## config.mk

```make
export PLATFORM = sky130hd
export DESIGN_NAME = crypto_round_ctrl
export DESIGN_NICKNAME = d
export VERILOG_FILES = /design/src/rtl/crypto_ctrl_pkg.sv /design/src/rtl/crypto_round_ctrl_zero_cmp.sv /design/src/rtl/crypto_round_ctrl.sv
export SDC_FILE = /design/constraint.sdc
export NUM_CORES = 1
export LEC_CHECK = 0
export ABC_AREA = 1
export BUFFER_PORTS_ARGS = -buffer_cell sky130_fd_sc_hd__buf_2
export CORE_ASPECT_RATIO = 1.5
export CORE_MARGIN = 2
export CORE_UTILIZATION = 42
export CTS_BUF_LIST = sky130_fd_sc_hd__clkbuf_4 sky130_fd_sc_hd__clkbuf_8 sky130_fd_sc_hd__clkbuf_16
export CTS_CLUSTER_SIZE = 10
export DETAILED_ROUTE_END_ITERATION = 10
export PLACE_DENSITY = 0.8
export SLEW_MARGIN = 20
export SYNTH_ARGS = -nofsm -noshare
export SYNTH_HDL_FRONTEND = slang
export SYNTH_SLANG_ARGS = --single-unit
```

## constraint.sdc

```tcl
create_clock -name clk -period 1.3 [get_ports clk]
set_clock_uncertainty 0.05 [all_clocks]
set_input_delay 0.13 -clock clk [delete_from_list [all_inputs] [get_ports clk]]
set_output_delay 0.13 -clock clk [all_outputs]
set_load 0.02 [all_outputs]
```

## src/rtl/crypto_ctrl_pkg.sv

```systemverilog
// Shared types and widths for the hash sequencing controller.
// The optional CRYPTO_CTRL_BITLEN_EN feature is handled in crypto_round_ctrl.sv.
package crypto_ctrl_pkg;

    localparam int unsigned MSG_W = 32;
    localparam int unsigned CNT_W = 16;

    typedef enum logic [1:0] {
        LOAD  = 2'd0,
        ROUND = 2'd1,
        HOLD  = 2'd2
    } ctrl_state_e;

endpackage

```

## src/rtl/crypto_round_ctrl_zero_cmp.sv

```systemverilog
// Final-round detect: flags when the round down-counter has reached zero.
module ZeroComparator_0x422b1f52edd46a85
    import crypto_ctrl_pkg::*;
(
    input  logic [CNT_W-1:0] value,
    output logic             is_zero
);

    assign is_zero = (value == '0);

endmodule

```

## src/rtl/crypto_round_ctrl.sv

```systemverilog
// Loads WORDS message words per block, steps the core through ROUNDS rounds, then
// holds a digest handshake after the final block. Define CRYPTO_CTRL_BITLEN_EN for msg_bits.
module crypto_round_ctrl
    import crypto_ctrl_pkg::*;
#(
    parameter int unsigned WORDS  = 16,
    parameter int unsigned ROUNDS = 64,
    parameter int unsigned IDX_W  = $clog2(WORDS)
) (
    input  logic             clk,
    input  logic             reset,
    input  logic             msg_val,
    output logic             msg_rdy,
    input  logic [MSG_W-1:0] msg,
    input  logic             msg_last,
    output logic             wr_en,
    output logic [IDX_W-1:0] wr_idx,
    output logic [MSG_W-1:0] wr_data,
    output logic             core_init,
    output logic             round_en,
    output logic [CNT_W-1:0] rnd_idx,
    output logic             dig_val,
    input  logic             dig_rdy,
    output logic             busy,
    output logic [1:0]       dbg_state
`ifdef CRYPTO_CTRL_BITLEN_EN
    ,
    output logic [63:0]      msg_bits
`endif
);

    // Handshakes: a word transfers on msg_val & msg_rdy, the digest on dig_val & dig_rdy,
    // both at the rising edge; valid may not depend on ready.

    localparam logic [IDX_W-1:0] WCNT_MAX  = IDX_W'(WORDS - 1);
    localparam logic [CNT_W-1:0] RCNT_INIT = CNT_W'(ROUNDS - 1);

    ctrl_state_e      state_q, state_d;
    logic [IDX_W-1:0] wcnt_q, wcnt_d;
    logic [CNT_W-1:0] rcnt_q, rcnt_d;
    logic             first_q, first_d;
    logic             last_q, last_d;

    logic in_load;
    logic in_round;
    logic in_hold;
    logic accept;
    logic dig_accept;
    logic rcnt_zero;

    ZeroComparator_0x422b1f52edd46a85 u_zero_cmp (
        .value   (rcnt_q),
        .is_zero (rcnt_zero)
    );

    assign in_load    = (state_q == LOAD);
    assign in_round   = (state_q == ROUND);
    assign in_hold    = (state_q == HOLD);
    assign accept     = in_load & msg_val;
    assign dig_accept = in_hold & dig_rdy;

    always_comb begin
        state_d = state_q;
        wcnt_d  = wcnt_q;
        rcnt_d  = rcnt_q;
        first_d = first_q;
        last_d  = last_q;
        case (state_q)
            LOAD: begin
                if (accept) begin
                    wcnt_d = wcnt_q + IDX_W'(1);
                    if (wcnt_q == WCNT_MAX) begin
                        last_d  = msg_last;
                        rcnt_d  = RCNT_INIT;
                        wcnt_d  = '0;
                        state_d = ROUND;
                    end
                end
            end
            ROUND: begin
                rcnt_d = rcnt_q - CNT_W'(1);
                if (rcnt_zero) begin
                    first_d = 1'b0;
                    state_d = last_q ? HOLD : LOAD;
                end
            end
            HOLD: begin
                if (dig_rdy) begin
                    first_d = 1'b1;
                    last_d  = 1'b0;
                    state_d = LOAD;
                end
            end
            default: begin
                state_d = LOAD;
            end
        endcase
    end

    always_ff @(posedge clk or negedge reset) begin
        if (!reset) begin
            state_q <= LOAD;
            wcnt_q  <= '0;
            rcnt_q  <= '0;
            first_q <= 1'b1;
            last_q  <= 1'b0;
        end else begin
            state_q <= state_d;
            wcnt_q  <= wcnt_d;
            rcnt_q  <= rcnt_d;
            first_q <= first_d;
            last_q  <= last_d;
        end
    end

    // Round number counts up while the counter counts down; forced to 0 outside ROUND.
    assign msg_rdy   = in_load;
    assign wr_en     = accept;
    assign wr_idx    = wcnt_q;
    assign wr_data   = msg;
    assign round_en  = in_round;
    assign rnd_idx   = in_round ? (RCNT_INIT - rcnt_q) : '0;
    assign core_init = in_round & first_q & (rcnt_q == RCNT_INIT);
    assign dig_val   = in_hold;
    assign busy      = in_round | in_hold;
    assign dbg_state = state_q;

`ifdef CRYPTO_CTRL_BITLEN_EN
    logic [63:0] bits_q, bits_d;

    always_comb begin
        bits_d = bits_q;
        if (dig_accept) begin
            bits_d = '0;
        end else if (accept) begin
            bits_d = bits_q + 64'd32;
        end
    end

    always_ff @(posedge clk or negedge reset) begin
        if (!reset) begin
            bits_q <= '0;
        end else begin
            bits_q <= bits_d;
        end
    end

    assign msg_bits = bits_q;
`else
    logic unused_dig_accept;
    assign unused_dig_accept = dig_accept;
`endif

endmodule
```

==> summary.txt, run 1 <==
Total core area: 0.00447 sq mm
Synth warn: 0
Initial antenna violation count: 0
Die area: 0.00512 sq mm
Peak fanout along the critical path: 3
Die Wd: 59.1 microns
Slew margin rel.: 60.5%
Final nets: 412
Leak: 1.62 nW
Clk Latency, worst-skew pair: 270 ps
Number of distinct library cells after synthesis: 28
Antenna Nets Post-Route: 0
CP startpoint kind: flip-flop
R2R cell count: 10
Internal: 3.85 mW
Clk buf depth: 2
Drt drc: 0
TritonCTS buffer count: 3
Seq/Total Area, Yosys: 31.5%
Final WS setup: -547 ps
Post-synthesis register bit count: 24
WHS: 130 ps
Ratio of cells with drive above 1 in the final layout: 66.2%
Starting density of the core: 42.8%
Mapped cell area: 0.00191 sq mm
Number of H-tree levels: 1
Ranking of synthesized cells by area: dfrtp_1 (30%), buf_4 (13%), nand2_1 (12%)
Failing checks: setup timing
ANT cells: 0
Most used DFF post-synth: dfrtp_1
Rows: 30
IO Port Bufs: 32
I/O pin cnt: 97
DR vias/cell: 5.63
Clock group share of total power: 6.7%
Post-DP HPWL: 4130 microns
Total Wirelength: 7810 microns
Vias: 2338
Count leader, synth: nand2_1
Peak VDD IR: 0.00172 V
GR Util All Layers: 26.2%
Final core utilization: 74.3%
HP Class: input pin to flip-flop
GPL Wtd Cong: 0.924
Post-synthesis net count: 320
Residual overflow from global routing: 0
Crit. End Element: output port
NetSw: 3.45 mW
Layout overhead on the synthesized area: 73.7%
Final count of hold timing violations: 0
Reg2reg end: rcnt_q[12]$_DFFE_PN0P_
Vias in the first global route: 2254
Post-layout min period: 1850 ps
Area leader, netlist: dfrtp_1
Ys async rst share: 100%
Worst hold path endpoint: last_q$_DFFE_PN0P_
WHS Path Cells: 4
Comb pwr share: 73.9%
Largest net degree at the start of global routing: 25
Die height: 86.6 microns
WL/cell: 18.8 microns
Pwr Density: 2200 mW/mm^2
Reg2Reg Setup Slack: -430 ps
Max_cap viols: 0
Post-synth top area share: 30.1%
CTS tree: done
WS Path Type: flip-flop to output port
Final setup vio count: 46
Slew @ Worst Pin: 593 ps
Initial DRC Count: 146
CTS root buf: clkbuf_8
Post-synth EDFFs: 0
CP arrival: 1670 ps
DR pass1 iterations: 5
Syn avg cell area: 6.92 sq um
Fill cell total of the finished layout: 254
RSZ-0062 raised after global routing: yes
Synth cell count leaders: nand2_1 (63), nor2_1 (38), inv_1 (36)
CTS sink cnt: 24
Max Slew Vio Count: 0
F_max: 541 MHz
Wire length of the first global-routing pass: 10200 microns
Worst slack, placed: -265 ps
Hold Path Origin: msg_last
Reg power frac: 19.4%
Reg2reg start: dbg_state[0]$_DFFE_PN0P_
Worst Path Required: 1120 ps
Clock transition at path regs: 90 ps
Status: finished, violations left
Tcrit/Tclk final: 142%
Post-Synthesis Cells: 276
Switch share: 47.3%
-- logic make-up (layout without fill, tap and decap cells) --
group	after synthesis	count (layout)	share of synthesized area, %
AOI/OAI and AO/OA	29	29	8.58
xor gates and xnor gates	2	2	0.917
adders and majority gates	7	7	4.58
buffers and inverters	72	163	21.3
DFF	24	24	31.5
and+or+nand+nor	142	142	33.1
-- power by group through the flow --
stage,Sequential [mW],Combinational (mW),Clock [mW]
CTS,1.36,4.53,0.495
floorplan,1.49,2.20,0
global route,1.43,5.73,0.515
global placement,1.35,3.56,0
detailed placement,1.37,3.67,0
finish,1.41,5.40,0.490
-- area by class of cell --
cell class / count / area (sq um) / share of cell area (%)
Clock buffer: 4 / 48.8 / 1.47
Sequential cell: 24 / 609 / 18.4
Tap cell: 48 / 60.1 / 1.81
Inverter: 36 / 160 / 4.82
Multi-Input combinational cell: 180 / 1390 / 41.8
Timing Repair Buffer: 123 / 1050 / 31.8
-- state kept, by name, indices dropped and copies added, names as in the netlist --
name	count
first_q	1
rcnt_q	16
last_q	1
dbg_state	2
wr_idx	4
-- layout by cell type (no fill, tap or decap), drive strengths merged, types with 4 or more instances in the layout --
master  instances
nand4           5
clkbuf          4
ha              7
nor2           42
a21oi          11
nand2          66
dfrtp          23
nand3          22
buf           122
inv            36
o21ai          14
-- routing by layer --
metal | track usage (%) | vias to the layer above | part of all wire, %
met5 | 0 | - | 0
met1 | 27.1 | 1122 | 34
met4 | 17.6 | 0 | 6.8
li1 | - | 1022 | -
met3 | 4.48 | 54 | 5.9
met2 | 46.6 | 140 | 53
-- worst max-delay path, stage by stage, from the launching register on --
cell and delay, ps:
dfrtp_2 450, buf_4 170, nor2_4 140, nand2_2 90
nor2_2 130, nand2_2 90, o21ai_2 140, a21oi_2 60
buf_6 130
-- timing repair --
| action | CTS | global route |
|---|---|---|
| setup endpoints to repair | 44 | 47 |
| cloned | 0 | 0 |
| buffers inserted | 16 | 17 |
| hold buffers | 1 | 0 |
| resized for setup | 105 | 82 |
| pin swaps | 24 | 39 |
| endpoints found under the hold margin | 23 | 0 |
-- metrics by stage --
step | std cells | instance area, sq um | setup TNS, ps | power [mW]
after floorplan | 276 | 2080 | -6260 | 3.69
after global placement | 383 | 2490 | -4940 | 4.91
after detailed placement | 383 | 2490 | -6360 | 5.05
after CTS | 404 | 2960 | -14020 | 6.39
after global routing | 415 | 3320 | -17880 | 7.67
final | 415 | 3320 | -15980 | 7.30
-- worst max path at each step --
stage / cells past startpoint / to / slack [ps] / from
6_report: 8 / rnd_idx[15] / -550 / rcnt_q[7]$_DFFE_PN0P_
5_1_grt: 8 / rnd_idx[15] / -560 / rcnt_q[7]$_DFFE_PN0P_
4_1_cts: 5 / core_init / -420 / rcnt_q[8]$_DFFE_PN0P_
3_5_place_dp: 6 / core_init / -270 / rcnt_q[7]$_DFFE_PN0P_
3_3_place_gp: 7 / rnd_idx[15] / -220 / rcnt_q[8]$_DFFE_PN0P_
2_1_floorplan: 9 / rcnt_q[13]$_DFFE_PN0P_ / -260 / dbg_state[1]$_DFFE_PN0P_
(Power assumes the default switching activity.)
==> run 2, diff against run 1 <==
BUFFER_PORTS_ARGS = unset   (was -buffer_cell sky130_fd_sc_hd__buf_2)
CORE_UTILIZATION = 57   (was 42)
DONT_BUFFER_PORTS = 1   (was unset)
GPL_ROUTABILITY_DRIVEN = 1   (was unset)
PLACE_DENSITY = 0.77   (was 0.8)
==> run 2 against run 1 <==
Synthesized cell count unchanged. Area after synthesis unchanged. The flow now stops in global routing.
==> summary.txt, run 2 <==
Synth warn: 0 (unchanged)
I/O pin cnt: 97 (unchanged)
Post-synth top area share: 30.1% (unchanged)
Worst_ep kind: top-level output
CTS root buf: clkbuf_8 (unchanged)
Mapped cell area: 0.00191 sq mm (unchanged)
Most used DFF post-synth: dfrtp_1 (unchanged)
Starting density of the core: 59.9% (was 42.8%)
Number of distinct library cells after synthesis: 28 (unchanged)
Syn avg cell area: 6.92 sq um (unchanged)
Tool Error: [ERROR DPL-0038] Utilization greater than 100%, impossible to legalize
CTS sink cnt: 24 (unchanged)
Post-synthesis register bit count: 24 (unchanged)
Rows: 25 (was 30)
Status: aborted with a tool error (was finished, violations left)
IO Port Bufs: 0 (was 32)
Worst setup endpoint GRT: core_init
Area leader, netlist: dfrtp_1 (unchanged)
Count leader, synth: nand2_1 (unchanged)
Ys async rst share: 100% (unchanged)
Seq/Total Area, Yosys: 31.5% (unchanged)
GPL Wtd Cong: 0.892 (was 0.924)
Last stage: global routing
Post-synth EDFFs: 0 (unchanged)
Worst slack, placed: -216 ps (was -265 ps)
Clk buf depth: 2 (unchanged)
Post-Place Cell Area: 0.00234 sq mm (was 0.00249 sq mm)
Ranking of synthesized cells by area: dfrtp_1 (30%), buf_4 (13%), nand2_1 (12%) (unchanged)
Synth cell count leaders: nand2_1 (63), nor2_1 (38), inv_1 (36) (unchanged)
Largest net degree at the start of global routing: 25
Post-Synthesis Cells: 276 (unchanged)
Die Wd: 51.3 microns (was 59.1 microns)
Number of H-tree levels: 1 (unchanged)
TritonCTS buffer count: 3 (unchanged)
Post-DP HPWL: 3710 microns (was 4130 microns)
Post-synthesis net count: 320 (unchanged)
Die height: 74.9 microns (was 86.6 microns)
## run 2: cell families after synthesis
kind of cell / Yosys count / share of synthesized area (%)
buffers and inverters: 72 / 21.3
flip-flops: 24 / 31.5
AO/OA/AOI/OAI: 29 / 8.58
XOR/XNOR: 2 / 0.917
adder cells (fa/ha/maj): 7 / 4.58
AND/OR/NAND/NOR: 142 / 33.1
## run 2: timing repair
item | in CTS
endpoints found under the hold margin | 24
pin swaps | 35
hold buffers | 2
setup buffers | 25
endpoints found under the setup margin | 44
gates cloned | 2
resized for setup | 98
## run 2: through the flow
stage / instances / utilization (%)
after floorplan: 276 / -
after detailed placement: 343 / 73.4
after CTS: 374 / 92.5
after global placement: 343 / 73.4
==> run 3, diff against run 2 <==
CORE_ASPECT_RATIO = unset   (was 1.5)
CORE_UTILIZATION = 40   (was 57)
CTS_BUF_LIST = unset   (was sky130_fd_sc_hd__clkbuf_4 sky130_fd_sc_hd__clkbuf_8 sky130_fd_sc_hd__clkbuf_16)
CTS_CLUSTER_SIZE = unset   (was 10)
PLACE_DENSITY = unset   (was 0.77)
PLACE_DENSITY_LB_ADDON = 0.15   (was unset)
clock period = 1.7 ns   (was 1.3 ns; I/O delays follow)
==> run 3 against run 2 <==
The flow now finishes, with violations (setup timing).
==> summary.txt, run 3 (synthesis results as in run 1) <==
Failing checks: setup timing
Final nets: 360
Clock transition at path regs: 100 ps
Sequential Area: 609 sq um
Die height: 73.1 microns (was 74.9 microns)
CTS tree: done
Most frequent cells in the layout: nand2_1 (54), buf_4 (51), nor2_1 (29)
Fill cell total of the finished layout: 443
CP startpoint kind: flip-flop
Reg2Reg Setup Slack: -10 ps
R2R cell count: 10
CTS sink cnt: 24 (unchanged)
Layout overhead on the synthesized area: 39.1%
Number of H-tree levels: 1 (unchanged)
Final core utilization: 57.0%
Biggest register: rcnt_q
Post-Place Cell Area: 0.00211 sq mm (was 0.00234 sq mm)
Final WS setup: -71.3 ps
Drt drc: 0
Total Wirelength: 5160 microns
Max Slew Vio Count: 0
DR pass1 iterations: 5
Max_cap viols: 0
Crit path largest cell delay: 490 ps
Total core area: 0.00466 sq mm
Die area: 0.00535 sq mm
Clk buf depth: 2 (unchanged)
Initial DRC Count: 114
F_max: 565 MHz
CP dominant cell by count: buf_6
Post-layout min period: 1770 ps
TritonCTS buffer count: 3 (unchanged)
Post-layout instance area: 0.00266 sq mm
Reg2reg end: rcnt_q[13]$_DFFE_PN0P_
Non-Filler Instances: 369
WHS Path Cells: 3
GPL Wtd Cong: 0.822 (was 0.892)
Residual overflow from global routing: 0
Leak: 1.30 nW
RSZ-0062 raised after global routing: yes
Worst Path Required: 1480 ps
Rows: 25 (unchanged)
Setup TNS: -419 ps
Area of the multi-input gates: 0.00112 sq mm
Ratio of cells with drive above 1 in the final layout: 45.7%
WS Path Type: flip-flop to output port
Crit-path slowest cell: dfrtp_2
Worst hold path endpoint: last_q$_DFFE_PN0P_
GR Util All Layers: 19.3%
Crit path cell chain: buf_6 > nor3_4 > buf_6 > nand2_2 > inv_2 > a21oi_2 > buf_4
ANT cells: 0
Commonest non-fill, non-tap cell in the layout: nand2_1
DR vias/cell: 5.01
Placed insts: 342 (was 343)
Peak fanout along the critical path: 4
Hold Path Origin: msg_last
Clk Latency, worst-skew pair: 280 ps
Antenna Nets Post-Route: 0
Initial antenna violation count: 0
Pwr Total: 4.45 mW
Vias in the first global route: 1755
CP arrival: 1550 ps
Wire length of the first global-routing pass: 8050 microns
Post-DP HPWL: 3490 microns (was 3710 microns)
CTS root buf: clkbuf_8 (unchanged)
Slew margin rel.: 78.4%
Tcrit/Tclk final: 104%
Vias: 1850
HP Class: input pin to flip-flop
Slew @ Worst Pin: 323 ps
I/O pin cnt: 97 (unchanged)
Final count of hold timing violations: 0
IO Port Bufs: 0 (unchanged)
Pwr Density: 1680 mW/mm^2
Starting density of the core: 41.0% (was 59.9%)
Largest net degree at the start of global routing: 25
Max FFs per register: 16
Die Wd: 73.1 microns (was 51.3 microns)
Reg2reg start: dbg_state[1]$_DFFE_PN0P_
Crit. End Element: output port
WL/cell: 14.0 microns
Status: finished, violations left (was aborted with a tool error)
Peak VDD IR: 0.000975 V
Final setup vio count: 8
## run 3: worst max-delay path by stage
stage	start	to	slack, ps	depth (start not counted)
finish	rcnt_q[8]$_DFFE_PN0P_	rnd_idx[11]	-70	7
global route	rcnt_q[8]$_DFFE_PN0P_	rnd_idx[11]	-170	7
CTS	dbg_state[1]$_DFFE_PN0P_	core_init	-120	6
detailed placement	dbg_state[0]$_DFFE_PN0P_	rcnt_q[4]$_DFFE_PN0P_	80	7
global placement	rcnt_q[7]$_DFFE_PN0P_	rnd_idx[15]	100	8
floorplan	dbg_state[1]$_DFFE_PN0P_	rcnt_q[14]$_DFFE_PN0P_	-20	8
## run 3: worst max-delay path: cells and delay by family (launching register included)
| family | cells | cell delay, ps |
|---|---|---|
| flops | 1 | 490 |
| compound gates | 1 | 60 |
| buf+inv | 4 | 510 |
| simple gates | 2 | 220 |
## run 3: layout make-up
type                       instances  share of cell area, %
multi-input combinational        180                   42.2
timing repair buffer              71                   24.3
sequential                        24                   22.9
inverter                          36                   5.27
tap                               54                   2.54
clock buffer                       3                   1.55
clock inverter                     1                   1.13
## run 3: stage by stage
step,setup WS [ps],hold WS [ps]
final,-71.3,62.9
after global routing,-169,73.2
after CTS,-115,56.1
after detailed placement,79.7,-175
after floorplan,-23.9,-176
after global placement,95.7,-175
## run 3: per-layer routing
layer,up-vias,track usage (%),wire length (microns),part of all wire [%]
met1,859,24.0,2210,43
li1,921,-,-,-
met2,60,33.0,2600,50
met5,-,0,0,0
met3,10,4.83,286,5.5
met4,0,5.35,64,1.2
## run 3: power by group
group | switching (mW) | internal [mW]
Combinational | 1.57 | 1.30
Sequential | 0.243 | 0.815
Clock | 0.219 | 0.316
## run 3: what timing repair did
item	CTS	global route
hold endpoints to repair	24	0
pin swaps	16	15
resized for setup	49	46
buffers inserted	14	7
cloned	0	1
setup endpoints to repair	16	35
hold buffers	2	0
